**src/rtl/c_bus_sched_pkg.sv**
```systemverilog
// Shared constants and types for the C-bus scheduler: source codes, FSM state encoding, grant helper.
package c_bus_pkg;

  localparam int unsigned NSRC  = 4;
  localparam int unsigned SEL_W = 2;

  localparam logic [SEL_W-1:0] SRC_PC  = 2'd0;
  localparam logic [SEL_W-1:0] SRC_MDR = 2'd1;
  localparam logic [SEL_W-1:0] SRC_IR  = 2'd2;
  localparam logic [SEL_W-1:0] SRC_R   = 2'd3;

  typedef enum logic {
    ST_IDLE  = 1'b0,
    ST_GRANT = 1'b1
  } state_e;

  // One-hot grant vector for a source index
  function automatic logic [NSRC-1:0] onehot4(input logic [SEL_W-1:0] idx);
    return NSRC'(4'b0001 << idx);
  endfunction

endpackage

```
**src/rtl/c_bus_sched_if.sv**
```systemverilog
// C-bus request/grant bundle between the requesters (master) and the scheduler (slave).
interface c_bus_sched_if #(
  parameter int unsigned CNT_W = 8
);
  logic [3:0]       req;
  logic [3:0]       gnt;
  logic [1:0]       sel;
  logic             bus_valid;
  logic             busy;
  logic [CNT_W-1:0] hold_cnt;

  modport master (output req, input gnt, sel, bus_valid, busy, hold_cnt);
  modport slave  (input req, output gnt, sel, bus_valid, busy, hold_cnt);
endinterface

```
**src/rtl/c_bus_sched_rr_pick4.sv**
```systemverilog
// Combinational round-robin picker: first requesting source scanning last+1, last+2, ... mod 4.
module rr_pick4
  import c_bus_pkg::*;
(
  input  logic [NSRC-1:0]  req,
  input  logic [SEL_W-1:0] last,
  output logic             any,
  output logic [SEL_W-1:0] win
);

  logic [SEL_W-1:0] idx;
  logic             found;

  always_comb begin
    any   = |req;
    win   = last;
    idx   = '0;
    found = 1'b0;
    for (int i = 1; i <= int'(NSRC); i++) begin
      idx = last + SEL_W'(i);
      if (!found && req[idx]) begin
        win   = idx;
        found = 1'b1;
      end
    end
  end

endmodule

```
**src/rtl/c_bus_sched.sv**
```systemverilog
// Round-robin owner of the 8-bit C bus: IDLE/GRANT FSM, registered grant/select/valid, tenure counter.
// Optional build macro C_BUS_HOLD_LIMIT_EN force-ends a tenure after HOLD_MAX grant cycles.
module c_bus_sched
  import c_bus_pkg::*;
#(
  parameter int unsigned HOLD_MAX = 8,
  parameter int unsigned CNT_W    = 8
)(
  input  logic            clk,
  input  logic            rst,
  c_bus_sched_if.slave    bus
);

`ifdef C_BUS_HOLD_LIMIT_EN
  localparam bit LIMIT_EN = 1'b1;
`else
  localparam bit LIMIT_EN = 1'b0;
`endif

  localparam logic [CNT_W-1:0] HOLD_LAST = CNT_W'(HOLD_MAX - 1);
  localparam logic [CNT_W-1:0] CNT_SAT   = {CNT_W{1'b1}};

  state_e           state;
  logic [SEL_W-1:0] last;
  logic             pick_any;
  logic [SEL_W-1:0] pick_win;
  logic             owner_req_c;
  logic             limit_hit_c;

  rr_pick4 u_pick (
    .req  (bus.req),
    .last (last),
    .any  (pick_any),
    .win  (pick_win)
  );

  assign owner_req_c = bus.req[bus.sel];
  assign limit_hit_c = LIMIT_EN && (bus.hold_cnt == HOLD_LAST);

  // FSM and all registered outputs; sel is deliberately left untouched on release
  always_ff @(posedge clk or posedge rst) begin
    if (rst) begin
      state         <= ST_IDLE;
      last          <= SRC_R;
      bus.gnt       <= '0;
      bus.sel       <= SRC_PC;
      bus.bus_valid <= 1'b0;
      bus.busy      <= 1'b0;
      bus.hold_cnt  <= '0;
    end else begin
      case (state)
        ST_IDLE: begin
          if (pick_any) begin
            state         <= ST_GRANT;
            last          <= pick_win;
            bus.gnt       <= onehot4(pick_win);
            bus.sel       <= pick_win;
            bus.bus_valid <= 1'b1;
            bus.busy      <= 1'b1;
            bus.hold_cnt  <= '0;
          end
        end
        ST_GRANT: begin
          if (!owner_req_c || limit_hit_c) begin
            state         <= ST_IDLE;
            bus.gnt       <= '0;
            bus.bus_valid <= 1'b0;
            bus.busy      <= 1'b0;
            bus.hold_cnt  <= '0;
          end else if (bus.hold_cnt != CNT_SAT) begin
            bus.hold_cnt <= bus.hold_cnt + CNT_W'(1);
          end
        end
        default: begin
          state         <= ST_IDLE;
          bus.gnt       <= '0;
          bus.bus_valid <= 1'b0;
          bus.busy      <= 1'b0;
          bus.hold_cnt  <= '0;
        end
      endcase
    end
  end

endmodule

```
**src/flat_wrapper.sv**
```systemverilog
// flat-port wrapper written by rule: the top's interface ports become plain ports
module c_bus_sched_flat import c_bus_pkg::*;
#(
  parameter int unsigned HOLD_MAX = 8,
  parameter int unsigned CNT_W    = 8
)
  (clk, rst, bus_req, bus_gnt, bus_sel, bus_bus_valid, bus_busy, bus_hold_cnt);
  c_bus_sched_if #(.CNT_W(CNT_W)) bus_i ();
  input  logic clk;
  input  logic rst;
  input wire logic [$bits(bus_i.req)-1:0] bus_req;
  output wire logic [$bits(bus_i.gnt)-1:0] bus_gnt;
  output wire logic [$bits(bus_i.sel)-1:0] bus_sel;
  output wire logic [$bits(bus_i.bus_valid)-1:0] bus_bus_valid;
  output wire logic [$bits(bus_i.busy)-1:0] bus_busy;
  output wire logic [$bits(bus_i.hold_cnt)-1:0] bus_hold_cnt;
  assign bus_i.req = bus_req;
  assign bus_gnt = bus_i.gnt;
  assign bus_sel = bus_i.sel;
  assign bus_bus_valid = bus_i.bus_valid;
  assign bus_busy = bus_i.busy;
  assign bus_hold_cnt = bus_i.hold_cnt;
  c_bus_sched #(.HOLD_MAX(HOLD_MAX), .CNT_W(CNT_W)) u_core (.clk(clk), .rst(rst), .bus(bus_i));
endmodule
```
**config.mk**
```make
export PLATFORM = sky130hd
export DESIGN_NAME = c_bus_sched_flat
export DESIGN_NICKNAME = d
export VERILOG_FILES = /design/src/rtl/c_bus_sched_pkg.sv /design/src/rtl/c_bus_sched_if.sv /design/src/rtl/c_bus_sched_rr_pick4.sv /design/src/rtl/c_bus_sched.sv /design/src/flat_wrapper.sv
export SDC_FILE = /design/constraint.sdc
export NUM_CORES = 1
export LEC_CHECK = 0
export ABC_AREA = 1
export CAP_MARGIN = 10
export CORE_MARGIN = 1
export CORE_UTILIZATION = 50
export DETAILED_ROUTE_END_ITERATION = 7
export GPL_TIMING_DRIVEN = 0
export PLACE_DENSITY = 0.81
export SYNTH_ARGS = -nofsm -noshare
export SYNTH_HDL_FRONTEND = slang
export SYNTH_HIERARCHICAL = 1
export SYNTH_SLANG_ARGS = --single-unit
```
**constraint.sdc**
```tcl
create_clock -name clk -period 3.6 [get_ports clk]
set_input_delay 0.54 -clock clk [delete_from_list [all_inputs] [get_ports clk]]
set_output_delay 0.54 -clock clk [all_outputs]
set_load 0.01 [all_outputs]
```
==> results.cfg <==
[logic_synthesis]
synth_seq_cells = 18
syn_nets = 164
ys_seq_area_share_pct = 38.4
syn_area_um2 = 1180
syn_inst = 157
yosysUniqueCellTypes = 28
syn_area_per_cell_um2 = 7.52
ys_warn_count = 6

[route]
drt_pass1_iterations = 4
drtIter0Drc = 31
vias = 1081
wire_per_inst_um = 12.4
vias_per_cell = 5.15
postRouteAntennaNets = 0
drt-total-wl_um = 2600
drc_errors = 0

[global_routing]
grt.total_usage_pct = 22.9
grt_pass1_vias = 1073
antenna_found_initial = 0
grt_start_max_net_pins = 19
grt_pass1_wl_um = 4420
gr-total-overflow = 0

[floorplan]
pin_count = 22
die_w_um = 50.6
initial_core_util_pct = 53.3
rows = 17
dieArea_um2 = 2560
die_y_um = 50.6
fp.coreArea_um2 = 2210

[clock_tree]
clockBufferDepth = 2
insertion_delay_ps = 290
ctsHoldBuffers = 0
post_cts_buffers = 0
tritoncts = yes
cts-resized-gates = 0
root_buffer = clkbuf_4
numCtsBuffers = 3
h-tree-depth = 1
tritoncts_num_sinks = 18
path_clk_slew_ps = 110

[timing]
fmax_mhz = 460
setup_viol_count_final = 0
finalHoldViolCount = 0
worst_slew_pin_slew_ps = 691
min_period_ps = 2170
rsz0062_at_grt = false
worst_slew_margin_rel_pct = 53.9
slew_violations = 0
fin_crit_sh_pct = 60.4
finalSetupTns_ps = 0
fin_worst_skew_ps = 5.63

[worst_setup_path]
cp_top_family = simple AND/OR/NAND/NOR gates
critPathArrivalTime_ps = 2410
cp_cell_sequence = clkdlybuf4s50_1 > or4_1 > or2_1 > nand2_2 > buf_4 > nand3_1 > nand2_1
cp.required_ps = 3840
slowest_delay_ps = 560
cp_max_fo = 10
critPathLaunchType = input port
path_class = input port to register
critPathCaptureType = register
path_buf_inv = 2
crit_path_top_delay_cell = or4_1

[placed_design]
dp_cells = 206
port-buffer-count = 21
routabilityCongestion = 0.791
dpl.hpwl_um = 1910

[power_and_ir_drop]
powerDensity_nw_per_um2 = 771
finalPower_mw = 1.13
peakVddDrop_v = 0.000503
leakagePower_nw = 0.727

[run]
maxCapViolCount = 0

[finish]
drive_above_1_share_pct = 19.2
area_growth_pct = 23.9
final_common_cell = nand2_1
layout.cells.non_filler = 210
nets = 190
mostFrequentLayoutCells = nand2_1, clkdlybuf4s50_1, nand3_1, dfrtp_1, nor2_1
antenna_cells = 0

[run_status]
status = completed

[worst_hold_path]
hold_class = register to register
-- metrics by stage --
stage          hold WS, ps  instance area, um^2  utilization, %  setup WS [ps]
6_report               486                 1460            66.1           1430
5_1_grt                508                 1460            66.1           1320
4_1_cts                484                 1460            66.1           1450
3_5_place_dp           467                 1430            64.4           1150
3_3_place_gp           467                 1430            64.4           1170
2_1_floorplan          450                 1180               -           1780
-- tightest hold or removal path, delay by kind of cell (launching register included) --
family | cells | cell delay (ps)
flip-flops | 1 | 400
AND/OR/NAND/NOR | 2 | 100
-- cells in the mapped netlist --
cell / count / share of area (%)
a21oi_1: 4 / 1.7
a21oi_2: 1 / 0.74
a31o_2: 1 / 0.74
buf_4: 2 / 1.3
buf_6: 1 / 0.95
clkinvlp_2: 1 / 0.42
dfrtp_1: 16 / 34
dfstp_2: 2 / 4.5
ha_1: 1 / 1.1
inv_1: 8 / 2.5
inv_2: 4 / 1.3
inv_8: 1 / 0.95
nand2_1: 56 / 18
nand2_2: 9 / 4.8
nand2_4: 5 / 4.8
nand3_1: 17 / 7.2
nand3_2: 1 / 0.85
nand3_4: 1 / 1.5
nand3b_1: 2 / 1.3
nor2_1: 10 / 3.2
nor2_4: 1 / 0.95
o21ai_0: 2 / 0.85
o21ai_1: 5 / 2.1
o21ai_4: 1 / 1.4
o21bai_1: 1 / 0.64
or2_1: 1 / 0.53
or4_1: 1 / 0.64
xor2_1: 2 / 1.5
-- flip-flops by register name, summed over array words and instances (netlist names) --
name and flops:
u_core/bus.hold_cnt 8, u_core/bus.sel 2, u_core/bus.gnt 4, u_core/last 2, u_core/bus.busy 1, u_core/state 1
-- layer usage --
metal  up-vias  part of all wire [%]  track usage [%]
li1        550                     -                -
met1       507                    45             27.8
met2        22                    51             39.6
met3         2                   3.0             3.33
met4         0                  0.31             10.6
met5         -                     0                0
-- area by class of cell --
| cell class | instances | area [um^2] |
|---|---|---|
| buffer | 3 | 26.3 |
| clock buffer | 4 | 36.3 |
| fill | 202 | 751 |
| inverter | 14 | 61.3 |
| multi-input combinational | 122 | 639 |
| sequential | 18 | 453 |
| tap | 28 | 35.0 |
| timing repair buffer | 21 | 210 |
-- path summary, 6_finish.rpt --
kind | cells past startpoint | from | endpoint | slack [ps]
max | 7 | bus_req[0] | u_core/bus.hold_cnt[4]$_DFFE_PP0P_ | 1430
min | 2 | u_core/last[0]$_DFFE_PP1P_ | u_core/last[0]$_DFFE_PP1P_ | 490
max reg2reg | 11 | u_core/last[0]$_DFFE_PP1P_ | u_core/bus.gnt[1]$_DFFE_PP0P_ | 1820
min reg2reg | 2 | u_core/last[0]$_DFFE_PP1P_ | u_core/last[0]$_DFFE_PP1P_ | 490
max in group asynchronous | 2 | rst | u_core/bus.hold_cnt[5]$_DFFE_PP0P_ | 2520
min in group asynchronous | 2 | rst | u_core/bus.gnt[3]$_DFFE_PP0P_ | 630
-- report_power, final --
group,internal [mW],switching [mW]
combinational,0.262,0.409
clock,0.0616,0.0654
sequential,0.271,0.0573
-- kinds of logic (layout without fill, tap and decap cells) --
family                     count (synthesis)  in the layout  synth area share, %
buffers and inverters                     17             42                 7.42
DFF                                       18             18                 38.4
and+or+nand+nor                          104            104                 43.5
xor gates and xnor gates                   2              2                 1.48
AOI/OAI and AO/OA                         15             15                 8.17
adders and majority gates                  1              1                 1.06
(Power assumes the default switching activity.)
